===== src/rtl/inst_fetch_queue.sv =====
// Instruction fetch unit with an in-order DEPTH-entry fetch queue and branch redirect.
// Optional empty-queue stall counter is enabled with the FETCH_STATS_EN macro.
module inst_fetch_queue #(
  parameter int unsigned DEPTH    = 4,
  parameter logic [31:0] RESET_PC = 32'h0000_0000,
  parameter logic [31:0] PC_STEP  = 32'd4
) (
  input  logic                     clk,
  input  logic                     rst,
  input  logic                     fetch_en,
  output logic [31:0]              inst_addr,
  input  logic [31:0]              instruction,
  input  logic                     redirect_valid,
  input  logic [31:0]              redirect_pc,
  output logic                     inst_valid,
  output logic [31:0]              inst_out,
  output logic [31:0]              inst_pc,
  input  logic                     inst_ready,
  output logic [$clog2(DEPTH):0]   occupancy,
  output logic [31:0]              stall_cnt
);

  localparam int unsigned   AW       = $clog2(DEPTH);
  localparam logic [AW:0]   FULL_CNT = (AW+1)'(DEPTH);
  localparam logic [AW:0]   CNT_ONE  = (AW+1)'(1);
  localparam logic [AW-1:0] PTR_ONE  = AW'(1);

  logic [31:0]   pc_q, pc_d;
  logic [AW-1:0] head_q, head_d;
  logic [AW-1:0] tail_q, tail_d;
  logic [AW:0]   count_q, count_d;
  logic [31:0]   inst_mem_q [DEPTH];
  logic [31:0]   inst_mem_d [DEPTH];
  logic [31:0]   pc_mem_q   [DEPTH];
  logic [31:0]   pc_mem_d   [DEPTH];
  logic          valid;
  logic          pop;
  logic          push;

  assign valid = (count_q != '0);
  assign pop   = valid && inst_ready;
  // A full queue may still accept a fetch when the head leaves in the same cycle.
  assign push  = fetch_en && !redirect_valid && ((count_q != FULL_CNT) || pop);

  always_comb begin
    pc_d       = pc_q;
    head_d     = head_q;
    tail_d     = tail_q;
    count_d    = count_q;
    inst_mem_d = inst_mem_q;
    pc_mem_d   = pc_mem_q;
    if (redirect_valid) begin
      pc_d    = redirect_pc;
      head_d  = '0;
      tail_d  = '0;
      count_d = '0;
    end else begin
      if (push) begin
        inst_mem_d[tail_q] = instruction;
        pc_mem_d[tail_q]   = pc_q;
        tail_d             = tail_q + PTR_ONE;
        pc_d               = pc_q + PC_STEP;
      end
      if (pop) begin
        head_d = head_q + PTR_ONE;
      end
      case ({push, pop})
        2'b10:   count_d = count_q + CNT_ONE;
        2'b01:   count_d = count_q - CNT_ONE;
        default: count_d = count_q;
      endcase
    end
  end

  always_ff @(posedge clk) begin
    if (rst) begin
      pc_q    <= RESET_PC;
      head_q  <= '0;
      tail_q  <= '0;
      count_q <= '0;
    end else begin
      pc_q    <= pc_d;
      head_q  <= head_d;
      tail_q  <= tail_d;
      count_q <= count_d;
    end
  end

  always_ff @(posedge clk) begin
    inst_mem_q <= inst_mem_d;
    pc_mem_q   <= pc_mem_d;
  end

  assign inst_addr  = pc_q;
  assign inst_valid = valid;
  assign inst_out   = valid ? inst_mem_q[head_q] : '0;
  assign inst_pc    = valid ? pc_mem_q[head_q] : '0;
  assign occupancy  = count_q;

`ifdef FETCH_STATS_EN
  logic [31:0] stall_cnt_q, stall_cnt_d;

  always_comb begin
    stall_cnt_d = stall_cnt_q;
    if (!valid && (stall_cnt_q != '1)) begin
      stall_cnt_d = stall_cnt_q + 32'd1;
    end
  end

  always_ff @(posedge clk) begin
    if (rst) begin
      stall_cnt_q <= '0;
    end else begin
      stall_cnt_q <= stall_cnt_d;
    end
  end

  assign stall_cnt = stall_cnt_q;
`else
  assign stall_cnt = '0;
`endif

endmodule


===== config.mk =====
export PLATFORM = sky130hd
export DESIGN_NAME = inst_fetch_queue
export DESIGN_NICKNAME = d
export VERILOG_FILES = /design/src/rtl/inst_fetch_queue.sv
export SDC_FILE = /design/constraint.sdc
export NUM_CORES = 1
export LEC_CHECK = 0
export ABC_AREA = 1
export CAP_MARGIN = 20
export CORE_MARGIN = 1
export CORE_UTILIZATION = 54
export DETAILED_ROUTE_END_ITERATION = 10
export PLACE_DENSITY_LB_ADDON = 0.2
export SYNTH_ARGS = -nofsm -noshare
export SYNTH_HDL_FRONTEND = slang
export SYNTH_SLANG_ARGS = --single-unit

===== constraint.sdc =====
create_clock -name clk -period 6.65 [get_ports clk]
set_clock_uncertainty 0.1 [all_clocks]
set_input_delay 1.33 -clock clk [delete_from_list [all_inputs] [get_ports clk]]
set_output_delay 1.33 -clock clk [all_outputs]
set_load 0.005 [all_outputs]

== Word level (Yosys, flattened, before mapping) ==
Cells that the tools add are included.
Word-level totals
  ROM bits: 0
  RAM bits: 0
  logic and storage cells: 52
  memories: 0
  output and inout bits: 132
  input port bits: 69
  flip-flop bits (word level): 295
  bits in latches: 0
Cells by class
  add/sub/neg operators: 5
  reduce and logical (&&, ||, !) cells: 11
  muxes and demuxes: 15
  order comparisons: 3
  div/mod/pow operators: 0
  equality and inequality tests: 3
  shift-type cells: 0
  bitwise gates (word level): 3
  $mul: 0
Operators with widths (count)
  two-way mux 32 bit: 9
  bitwise mux 128 bit: 2
  binary-select mux 32 bit (select 2 bit): 2
  demux 32 bit (select 2 bit): 1
  adder 32 x 3 -> 32 bit, second input constant: 1
  greater-or-equal comparator 3 bit, second input constant: 2
  NOT 2 -> 3 bit: 2
  case mux 3 bit (2 select lines): 1
  adder 2 x 1 -> 2 bit, second input constant: 2
  logical AND 1 bit: 4
  nonzero test 2 bit: 2
  adder 3 x 1 -> 3 bit, second input constant: 1
  less-than comparator 3 x 1 -> 1 bit, second input constant: 1
  != test 3 bit, second input constant: 1
  nonzero test 3 bit: 1
  subtractor 3 x 1 -> 3 bit, second input constant: 1
  == test 2 x 1 -> 1 bit, second input constant: 1
  == test 2 bit, second input constant: 1
  AND reduction 2 bit: 1
  OR reduction 2 bit: 1
  zero test 1 bit: 1
  logical OR 1 bit: 1
  NOT 1 bit: 1

== Longest topological paths before layout ==
  depth in word-level cells: 6
  depth in mapped cells: 12
  mapped depth without buffers: 11

== Least setup slack after synthesis ==
No wires, ideal clock.
  kind: input to register
  start point: input redirect_valid
  end point: register inst_mem_q[0] in the netlist's numbering, enable pin
  cell stages on the path: 6
  library setup time: 0.486 ns
  data arrival time: 4.631 ns
  setup slack: 1.433 ns
  data required time: 6.064 ns
  cell sequence: buf_6 inv_6 nand2_2 o21bai_4 buf_4 nor2_1
Between the ends
  word-level cells in the longest chain between the ends: 4
  elaborated cells between the ends (all ways): 5
RTL lines
  from (decl): line 13  | input logic redirect_valid,
  zero test 1 bit: line 43  | assign push = fetch_en && !redirect_valid && ((count_q != FULL_CNT) || pop);
  logical AND 1 bit (2 in series): line 43
  AND reduction 2 bit (no source line) (*)
  to (signal assigned): line 90  | inst_mem_q <= inst_mem_d;
  to (decl): line 32  | logic [31:0] inst_mem_q [DEPTH];
Mark *: on every way between the ends. The rest lies on a longest branch, timed or not.
A chain may end at the register's enable or synchronous reset.

== Final worst setup path ==
  start point: register head_q[0]
  end point: output inst_out[15]
Between the ends
  word-level cells in the longest chain between the ends: 5
RTL lines
  from (decl): line 29  | logic [AW-1:0] head_q, head_d;
  from (signal assigned): line 78  | head_q <= '0;
  from (signal assigned): line 83  | head_q <= head_d;
  NOT 2 -> 3 bit (implied by the code): line 96  | assign inst_out = valid ? inst_mem_q[head_q] : '0;
  binary-select mux 32 bit (select 2 bit): line 96
  two-way mux 32 bit (implied by the code) (2 in series): line 96
  two-way mux 32 bit: line 96
  to (decl): line 16  | output logic [31:0] inst_out,
Every way passes these cells. The select of a mux whose other input is x is not followed.

==> results.json <==
{
  "cts.sinks": 295,
  "required_ns": 5.22,
  "synth_area_sq_um": 12900,
  "ant_nets": 0,
  "path_class": "flip-flop to primary output",
  "overflow": 0,
  "ys_types": 36,
  "dr.pass1.iters": 5,
  "fillers": 1767,
  "yosys.area_share.adder_pct": 0.639,
  "place_congestion": 0.843,
  "cts_resized": 0,
  "synth-xor-area-share_pct": 0.271,
  "hold_viol_final": 0,
  "rsz0062_at_grt": "false",
  "antenna_cells": 0,
  "yosys.area_share.simple_pct": 17.5,
  "end_kind": "primary output",
  "muxShareOfSynthArea_pct": 0,
  "critPathArrivalTime_ns": 3.53,
  "cts-root-buf": "clkbuf_16",
  "htree_levels": 1,
  "drive_above_1_share_pct": 7.10,
  "finalNetCount": 1476,
  "cts_tree": "built",
  "first_iter_violations": 767,
  "avgViaCountPerCell": 5.27,
  "synth-edff-count": 256,
  "drc": 0,
  "ys_seq_area_share_pct": 65.6,
  "wl_per_cell_um": 16.7,
  "maxSlewHeadroom_pct": 41.6,
  "portBuffers": 168,
  "worst_hold_path_type": "flip-flop to flip-flop",
  "fin_crit_sh_pct": 74.5,
  "tns_ns": 0,
  "num_rows": 56,
  "die_h_um": 157,
  "numCtsBuffers": 29,
  "syn_avg_cell_area_sq_um": 10.3,
  "maxSlewViolCount": 0,
  "clk_latency_ns": 0.53,
  "synth_top_cell_area_share_pct": 59.5,
  "setup_viol": 0,
  "fp.dieW_um": 157,
  "synth_top_family_by_area": "simple AND/OR/NAND/NOR gates",
  "drt-total-wl_um": 29000,
  "synth_ff_type": "edfxtp_1",
  "whs_ns": 0.468,
  "final.min_clock_period_ns": 4.96,
  "cp-start-kind": "flip-flop",
  "grt_use_total_pct": 23.8,
  "die_area_sq_um": 24500,
  "syn-instance-count": 1254,
  "grt_max_degree": 79,
  "core-area_sq_um": 23500,
  "grt_antenna_before_repair": 0,
  "synthArstFlopShare_pct": 0,
  "maxCapViolations": 0,
  "dp_hpwl_um": 17200,
  "p_per_area_nw_per_um2": 255,
  "grt_pass1_vias": 8725,
  "synth_area_leaders": "edfxtp_1, nor2_1, dfxtp_1",
  "yosysWarnings": 0,
  "worstMarginPinSlew_ns": 0.876,
  "start_util_pct": 55.0,
  "synth_compound_area_share_pct": 9.61,
  "synth.most_common_cell": "nor2_1",
  "leakage_nw": 5.54,
  "path_max_fanout": 72,
  "status": "completed",
  "cts_setup_buffers": 0,
  "clkSlewWorstSetupHoldPaths_ns": 0.06,
  "grt_pass1_wl_um": 45100,
  "yosys.area.top_type": "edfxtp_1",
  "cts_hold_repair.buffers": 0,
  "vias": 9181,
  "ir_worst_vdd_mv": 0.162,
  "cts_max_path_buffers": 3,
  "synth_common_cells": "nor2_1, edfxtp_1, nand2_1, o21ai_0, a21oi_1",
  "area_delta_synth_final_pct": 21.3,
  "placed_area_sq_um": 14700,
  "fin_area_sq_um": 15700,
  "synth-seq-cells": 295,
  "clock.fmax_mhz": 202,
  "ios": 201
}
## critical path, stage by stage, from the launching register on
cell and delay (ns):
dfxtp_4 0.73, clkinv_2 0.72, buf_4 0.57, o21ai_0 0.28
a21oi_1 0.13, clkdlybuf4s50_1 0.50
## where the power goes
group	internal (W)	switching [W]
registers	0.00206	0.0000449
clock network	0.000947	0.000672
logic	0.000136	0.000147
total	0.00314	0.000863
## worst paths after layout
check	slack, ns	end	from	cells after the start
setup reg to reg	4.37	inst_mem_q[17]	occupancy[1]	5
setup / recovery	1.69	inst_out[15]	head_q[0]	5
hold reg to reg	0.47	occupancy[2]	occupancy[2]	2
hold / removal	0.47	occupancy[2]	occupancy[2]	2
## flip-flops by register name, summed over array words and instances, names as in the netlist
signal,cells
tail_q,2
head_q,2
inst_mem_q,128
inst_addr,32
occupancy,3
pc_mem_q,128
## placed cells by master, fill, tap and decap left out, drive strengths merged
cell	instances
clkinvlp	4
and2	2
nand3	60
o221ai	1
nor2	322
clkbuf	40
xnor2	1
ha	5
nand4	2
nor3	1
clkinv	8
dfxtp	39
buf	13
edfxtp	256
nand2	155
inv	65
fa	1
a31oi	5
nand3b	2
o21ai	139
xor2	3
bufinv	2
conb	32
or2	3
clkdlybuf4s50	168
o21bai	5
a21oi	89
## layout make-up
class | count | area, sq um | area share (%)
Timing Repair Buffer | 181 | 1820 | 11.6
Clock inverter | 13 | 131 | 0.839
Tap cell | 319 | 399 | 2.55
Inverter | 66 | 254 | 1.62
Multi-Input combinational cell | 828 | 3770 | 24.0
Clock buffer | 40 | 827 | 5.28
Sequential cell | 295 | 8470 | 54.1
## routing by layer
layer / routed length [um] / share of wire [%] / GRT usage, % / vias up
li1: - / - / - / 4484
met1: 12700 / 44 / 32.7 / 4340
met2: 14200 / 49 / 40.7 / 326
met3: 1790 / 6.2 / 2.74 / 31
met4: 390 / 1.3 / 5.14 / 0
met5: 0 / 0 / 0 / -
## metrics by stage
stage / std cells / total power [W] / util (%) / setup slack [ns]
3_5_place_dp: 1689 / 0.00242 / 62.7 / 2.28
6_report: 1742 / 0.00400 / 66.7 / 1.69
4_1_cts: 1742 / 0.00402 / 66.7 / 1.70
2_1_floorplan: 1285 / 0.00227 / - / 1.43
3_3_place_gp: 1689 / 0.00242 / 62.7 / 2.34
5_1_grt: 1742 / 0.00413 / 66.7 / 1.43
## logic make-up after synthesis
family | count (synthesis)
adders and majority gates | 6
DFF | 295
and+or+nand+nor | 547
other | 1
buffers and inverters | 162
xor gates and xnor gates | 4
AOI/OAI and AO/OA | 239
(Power assumes the default switching activity.)
